### config.mk
export PLATFORM = sky130hd
export DESIGN_NAME = fadd_accum_ctrl
export DESIGN_NICKNAME = d
export VERILOG_FILES = /design/src/rtl/fadd_accum_ctrl.sv
export SDC_FILE = /design/constraint.sdc
export NUM_CORES = 1
export LEC_CHECK = 0
export CAP_MARGIN = 20
export CORE_ASPECT_RATIO = 1.4
export CORE_MARGIN = 2
export CORE_UTILIZATION = 34
export CTS_BUF_LIST = sky130_fd_sc_hd__clkbuf_16
export CTS_CLUSTER_DIAMETER = 150
export CTS_CLUSTER_SIZE = 10
export DETAILED_ROUTE_END_ITERATION = 8
export GPL_ROUTABILITY_DRIVEN = 0
export GPL_TIMING_DRIVEN = 1
export PLACE_DENSITY = 0.73
export SKIP_LAST_GASP = 1
export SYNTH_ARGS = -nofsm -noshare
export SYNTH_HDL_FRONTEND = slang
export SYNTH_SLANG_ARGS = --single-unit
### constraint.sdc
create_clock -name i_clk -period 1.8 [get_ports i_clk]
set_input_delay 0.54 -clock i_clk [delete_from_list [all_inputs] [get_ports i_clk]]
set_output_delay 0.54 -clock i_clk [all_outputs]
set_load 0.005 [all_outputs]
### src/rtl/fadd_accum_ctrl.sv
// fadd_accum_ctrl: sequential float32 reduction controller in front of a
// combinational fadd block; sums a job's operand stream in stream order.
//
// Ports:
//   i_clk, i_rst        clock, synchronous active-high reset
//   i_start, i_len      job start pulse and operand count (sampled in IDLE)
//   o_busy              controller not idle
//   i_in_valid/o_in_ready, i_in_data   operand stream handshake
//   o_add_a, o_add_b    registered operands to fadd (acc, opnd)
//   i_add_res, i_add_ovf  fadd result/overflow, captured only in ADD
//   o_out_valid/i_out_ready, o_out_data, o_out_ovf  result handshake
module fadd_accum_ctrl #(
  parameter int CNT_W = 8
) (
  input  logic             i_clk,
  input  logic             i_rst,
  input  logic             i_start,
  input  logic [CNT_W-1:0] i_len,
  output logic             o_busy,
  input  logic             i_in_valid,
  input  logic [31:0]      i_in_data,
  output logic             o_in_ready,
  output logic [31:0]      o_add_a,
  output logic [31:0]      o_add_b,
  input  logic [31:0]      i_add_res,
  input  logic             i_add_ovf,
  output logic             o_out_valid,
  output logic [31:0]      o_out_data,
  output logic             o_out_ovf,
  input  logic             i_out_ready
);

  typedef enum logic [1:0] {
    S_IDLE = 2'd0,
    S_LOAD = 2'd1,
    S_ADD  = 2'd2,
    S_DONE = 2'd3
  } state_t;

  state_t           r_state;
  state_t           w_next;
  logic [31:0]      r_acc;
  logic [31:0]      r_opnd;
  logic [CNT_W-1:0] r_rem;
  logic             r_first;
  logic             r_ovf;

  logic w_take;
  logic w_last;

  // Operand accepted this cycle (only possible while loading).
  assign w_take = (r_state == S_LOAD) && i_in_valid;
  // Last operand of the job is being accepted.
  assign w_last = (r_rem == CNT_W'(1));

  // State register
  always_ff @(posedge i_clk) begin
    if (i_rst) begin
      r_state <= S_IDLE;
    end else begin
      r_state <= w_next;
    end
  end

  // Next-state logic
  always_comb begin
    w_next = r_state;
    unique case (r_state)
      S_IDLE: begin
        if (i_start) begin
          if (i_len == '0) begin
            w_next = S_DONE;
          end else begin
            w_next = S_LOAD;
          end
        end
      end
      S_LOAD: begin
        if (i_in_valid) begin
          if (!r_first) begin
            w_next = S_ADD;
          end else if (w_last) begin
            w_next = S_DONE;
          end else begin
            w_next = S_LOAD;
          end
        end
      end
      S_ADD: begin
        if (r_rem == '0) begin
          w_next = S_DONE;
        end else begin
          w_next = S_LOAD;
        end
      end
      S_DONE: begin
        if (i_out_ready) begin
          w_next = S_IDLE;
        end
      end
      default: w_next = S_IDLE;
    endcase
  end

  // Output logic
  always_comb begin
    o_busy      = 1'b0;
    o_in_ready  = 1'b0;
    o_out_valid = 1'b0;
    unique case (r_state)
      S_IDLE: begin
        o_busy = 1'b0;
      end
      S_LOAD: begin
        o_busy     = 1'b1;
        o_in_ready = 1'b1;
      end
      S_ADD: begin
        o_busy = 1'b1;
      end
      S_DONE: begin
        o_busy      = 1'b1;
        o_out_valid = 1'b1;
      end
      default: begin
        o_busy = 1'b0;
      end
    endcase
  end

  // fadd sees only registered values, so its full path gets a whole cycle.
  assign o_add_a    = r_acc;
  assign o_add_b    = r_opnd;
  assign o_out_data = r_acc;
  assign o_out_ovf  = r_ovf;

  // Datapath registers
  always_ff @(posedge i_clk) begin
    if (i_rst) begin
      r_acc   <= 32'h0;
      r_opnd  <= 32'h0;
      r_rem   <= '0;
      r_first <= 1'b1;
      r_ovf   <= 1'b0;
    end else begin
      unique case (r_state)
        S_IDLE: begin
          if (i_start) begin
            r_rem   <= i_len;
            r_first <= 1'b1;
            r_ovf   <= 1'b0;
            r_acc   <= 32'h0;
          end
        end
        S_LOAD: begin
          if (w_take) begin
            r_rem <= r_rem - CNT_W'(1);
            // First operand is loaded directly so -0, NaN payloads and
            // exact bit patterns survive a single-element job.
            if (r_first) begin
              r_acc   <= i_in_data;
              r_first <= 1'b0;
            end else begin
              r_opnd <= i_in_data;
            end
          end
        end
        S_ADD: begin
          r_acc <= i_add_res;
          r_ovf <= r_ovf | i_add_ovf;
        end
        S_DONE: begin
          r_first <= r_first;
        end
        default: begin
          r_first <= r_first;
        end
      endcase
    end
  end

endmodule

==> Word-level counts from Yosys, hierarchy flattened <==
Cells that the tools add are included.
{ "totals": {"out_inout_bits": 100, "register_bits": 76} }
{ "classes": {"add_sub_neg": 1, "n_reduce_logical": 13, "bitwise_logic": 2, "n_eq_ne": 9, "mux": 23} }
{ "ops": {"columns": ["op", "n"], "rows": [
  ["two-way mux 32 bit", 3],
  ["one-hot mux 32 bit (3 select lines)", 1],
  ["logical NOT 8 bit", 2],
  ["two-way mux 8 bit", 2],
  ["one-hot mux 8 bit (2 select lines)", 1],
  ["two-way mux 2 bit", 7],
  ["!= test 2 bit (second input constant)", 5],
  ["AND reduction 3 bit", 3],
  ["== test 8 x 1 -> 1 bit (second input constant)", 1],
  ["one-hot mux 2 bit (4 select lines)", 1],
  ["subtractor 8 x 1 -> 8 bit (second input constant)", 1],
  ["one-hot mux 1 bit (2 select lines)", 3],
  ["two-way mux 1 bit", 5],
  ["== test 2 bit (second input constant)", 2],
  ["AND reduction 4 bit", 1],
  ["nonzero test 2 bit", 2],
  ["nonzero test 3 bit", 1],
  ["OR reduction 3 bit", 1],
  ["== test 2 x 1 -> 1 bit (second input constant)", 1],
  ["logical NOT 2 bit", 1],
  ["AND reduction 2 bit", 1],
  ["logical AND 1 bit", 1],
  ["NOT 1 bit", 1],
  ["OR 1 bit", 1]
]} }

==> Depth between registers and ports, before layout <==
{ "logic_depth": {"depth_word": 5, "mapped_depth": 9, "depth_no_buf": 6} }

==> Worst setup path after synthesis <==
No wires, ideal clock.
{ "synth_timing": {"kind": "reg2reg", "start": "reg r_state[1]", "end": "reg r_rem[1]", "path_slack_ps": -84, "required_time_ps": 1714, "period_less_slack_ps": 1884, "path_stages_with_launch": 9, "setup_ps": 86, "arrival_ps": 1799, "cell_sequence": "dfxtp_1 inv_1 ha_1 clkbuf_1 clkbuf_1 clkbuf_1 mux2i_1 nor2_1 a211oi_1"} }
{ "synth_via": {"elab_chain_cells": 4} }
{ "synth_lines": {"columns": ["element", "line_no", "text"], "rows": [
  ["from (decl)", "40", "state_t r_state;"],
  ["from (signal assigned)", "61", "r_state <= w_next;"],
  ["== test 2 x 1 -> 1 bit", "52, 146", null],
  ["logical AND 1 bit", "52", "assign w_take = (r_state == S_LOAD) && i_in_valid;"],
  ["!= test 2 bit (no source line)", null, null],
  ["AND reduction 3 bit (no source line)", null, null],
  ["to (signal assigned)", "149", "r_rem <= i_len;"],
  ["to (signal assigned)", "157", "r_rem <= r_rem - CNT_W'(1);"],
  ["to (decl)", "44", "logic [CNT_W-1:0] r_rem;"]
]} }
Parallel ways exist; a longest one is shown, timed or not.
A chain may end at the register's enable or synchronous reset.

==> Worst setup path after layout <==
{ "layout_timing": {"start": "reg r_rem[1]", "end": "reg r_rem[7]"} }
{ "layout_via": {"elab_chain_cells": 3} }
{ "layout_lines": {"columns": ["element", "line_no", "text"], "rows": [
  ["subtractor 8 x 1 -> 8 bit", "157", null],
  ["two-way mux 8 bit", "156", "if (w_take) begin"],
  ["one-hot mux 8 bit (2 select lines)", "146", "unique case (r_state)"]
]} }
No other way between the ends. The select of a mux whose other input is x is not followed.

==> impl_metrics.ini <==
[worst_setup_path]
crit_required_ps = 2060
critPathBufInv = 0
crit_chain = or3_4 -> or4_4 -> or4_4 -> a41oi_2
arrival_ps = 2020
setup.worst_path.end_class = flop
critical_path.most_common_cell = or4_4
critical_path_class = reg -> reg
worst_path_max_delay_cell = or4_4
start_kind = flop
critPathMaxFanout = 2
critPathTopFamily = simple AND/OR/NAND/NOR gates
critical_path.max_stage_delay_ps = 420

[cells_and_area]
drive_gt1_share_pct = 14.8
layout_common_cells = 170 x clkdlybuf4s50_1, 108 x nand2_1, 68 x a21oi_1
areaGrowthSynthToFinish_pct = 64.3
final_nets = 711
final_common_cell = clkdlybuf4s50_1
post-route-util_pct = 57.6
fill_cells = 943
insertedDiodeCount = 0

[routing]
m1WireLength_mm = 4.78
wl_met3_um = 495
drt_iter0_drc = 171
route.met2.wl_mm = 6.68
drt_drc_violations_left = 0
routed.top_layer = met4
wl_per_cell_um = 15.8
firstDrtPassIters = 4
routed_via_density = 5.04
route.vias.total = 3868
antenna_left = 0
drt-total-wl_mm = 12.1

[sta]
max_freq_mhz = 566
fin_setup_tns_ps = 0
drv_slew = 0
max_slew.worst_pin.slew_ps = 426
post-route-period-util_pct = 98.2
rsz0062_at_grt = true
hold_viol = 0
clock_skew_ps = 4.94
period_minus_slack_ps = 1770
setup_viol = 0
slew_headroom_pct = 71.6
fin_ws_ps = 32.6

[logic_synthesis]
synth_top_area_cell = dfxtp_1
ys_seq_elements = 76
ys_seq_area_share_pct = 41.7
syn_area_sq_mm = 0.00365
synth_ff_type = dfxtp_1
synth_top_area_share_pct = 41.7
synth_edf_count = 0
yosys-top-cells-area = dfxtp_1 42%, nand2_1 11%, a21oi_1 10%, a22o_1 7.7%, buf_4 6.6%
netlist_instances = 466
synth_area_per_cell_sq_um = 7.83
synthArstFlopShare_pct = 0
synthesis.nets = 552
synth_cell_types = 35
yosys_warnings = 0

[clocking]
cts.clk_slew.worst_paths_ps = 60
cts_buffers = 9
h-tree-depth = 3
clockBufferDepth = 2
root_buffer = clkbuf_16
cts.sinks = 76
tritoncts = yes
clk_latency_ps = 330
hold_buffers = 0

[power_and_ir_drop]
swShare_pct = 34.2
p_leak_nw = 2.16
ir_worst_vdd_mv = 0.616
p_sw_mw = 2.53
pwr-share-clk_pct = 25.2
internal_power_mw = 4.87
p_seq_share_pct = 28.4
comb_power_share_pct = 46.4
powerDensity_mw_per_mm2 = 1240

[status]
status = completed

[placed_design]
io_buffers = 177
dpl.hpwl_mm = 8.76
place_ws_ps = -403

[global_route]
antenna_found_initial = 0
grt_pass1_vias = 3715
grt_pass1_wl_mm = 18.6
grt_use_total_pct = 20.1
grt_max_degree = 36
gr-total-overflow = 0

[run]
maxCapViolCount = 0

[worst_hold_path]
holdCritPathClass = reg -> reg

[die]
row_count = 44
start_util_pct = 35.1
die_area_sq_mm = 0.0116
fp.dieW_um = 91.6
die_y_um = 127
io_pins = 178
core_sq_mm = 0.0104
==> stage by stage <==
step,cells,hold WS [ps],area (sq um),power (mW)
floorplan,466,453,3660,3.87
global placement,747,443,5530,5.17
detailed placement,747,446,5530,5.22
CTS,764,454,5860,7.15
global route,768,465,5990,7.83
finish,768,453,5990,7.40
==> worst register-to-register path: cells and delay by family, from the launching register on <==
family           cells  cell delay (ps)
AND/OR/NAND/NOR      3             1220
AO/OA/AOI/OAI        1              160
flip-flops           1              310
==> sequential cells by signal, summed over array words and instances, names as in the netlist <==
register,count
r_first,1
r_rem,8
o_add_a,32
o_out_ovf,1
o_add_b,32
r_state,2
==> Yosys cell counts, types with 2 or more instances <==
library cell	instances
or4_4	2
or2_2	2
nor3_1	3
buf_1	3
ha_1	8
nor4_1	3
o22ai_1	2
buf_4	32
nand2_1	108
nand3_1	33
clkbuf_1	33
a21oi_1	74
o21ai_0	9
dfxtp_1	76
nand3b_1	2
a211oi_1	6
nand2b_1	3
a22o_1	32
inv_1	7
nor2b_1	8
nor2_1	6
==> layout make-up <==
class	instances	area, sq um	share of cell area (%)
Sequential cell	76	1540	25.7
Clock inverter	7	83.8	1.40
Clock buffer	9	225	3.76
Timing Repair Buffer	216	2120	35.4
Inverter	7	31.3	0.522
Multi-Input combinational cell	315	1820	30.3
Tap cell	138	173	2.88
==> layer usage <==
layer	global-route usage [%]	vias up
li1	-	1903
met1	23.3	1822
met2	36.7	129
met3	3.74	14
met4	6.68	0
met5	0	-
==> worst paths after layout <==
kind	from	to	slack (ps)	depth (start not counted)
worst max-delay path	r_rem[1]	r_rem[7]	30	4
worst min-delay path	o_add_b[3]	o_add_b[3]	450	2
worst max register to register	r_rem[1]	r_rem[7]	30	4
worst min register to register	o_add_b[3]	o_add_b[3]	450	2
==> timing repair <==
| item | CTS | global route |
|---|---|---|
| cloned | 0 | 2 |
| setup endpoints to repair | 39 | 60 |
| gates resized for setup | 13 | 45 |
| pin swaps | 1 | 4 |
| hold endpoints to repair | 0 | 0 |
| setup buffers | 1 | 2 |
==> logic make-up (layout without fill, tap and decap cells) <==
kind of cell | after synthesis | in the layout | share of synthesized area (%)
fa+ha+maj | 8 | 8 | 2.74
flops | 76 | 76 | 41.7
buf+inv | 75 | 239 | 11.0
compound gates | 131 | 131 | 22.7
mux | 1 | 1 | 0.274
simple gates | 175 | 175 | 21.5
==> power groups by stage <==
stage	Combinational, mW	Sequential [mW]	Clock, mW
floorplan	1.79	2.08	0
finish	3.44	2.10	1.86
CTS	3.16	2.08	1.91
global placement	3.08	2.09	0
detailed placement	3.11	2.10	0
global route	3.72	2.13	1.98
Note: power is estimated with default switching activity, not from simulation.
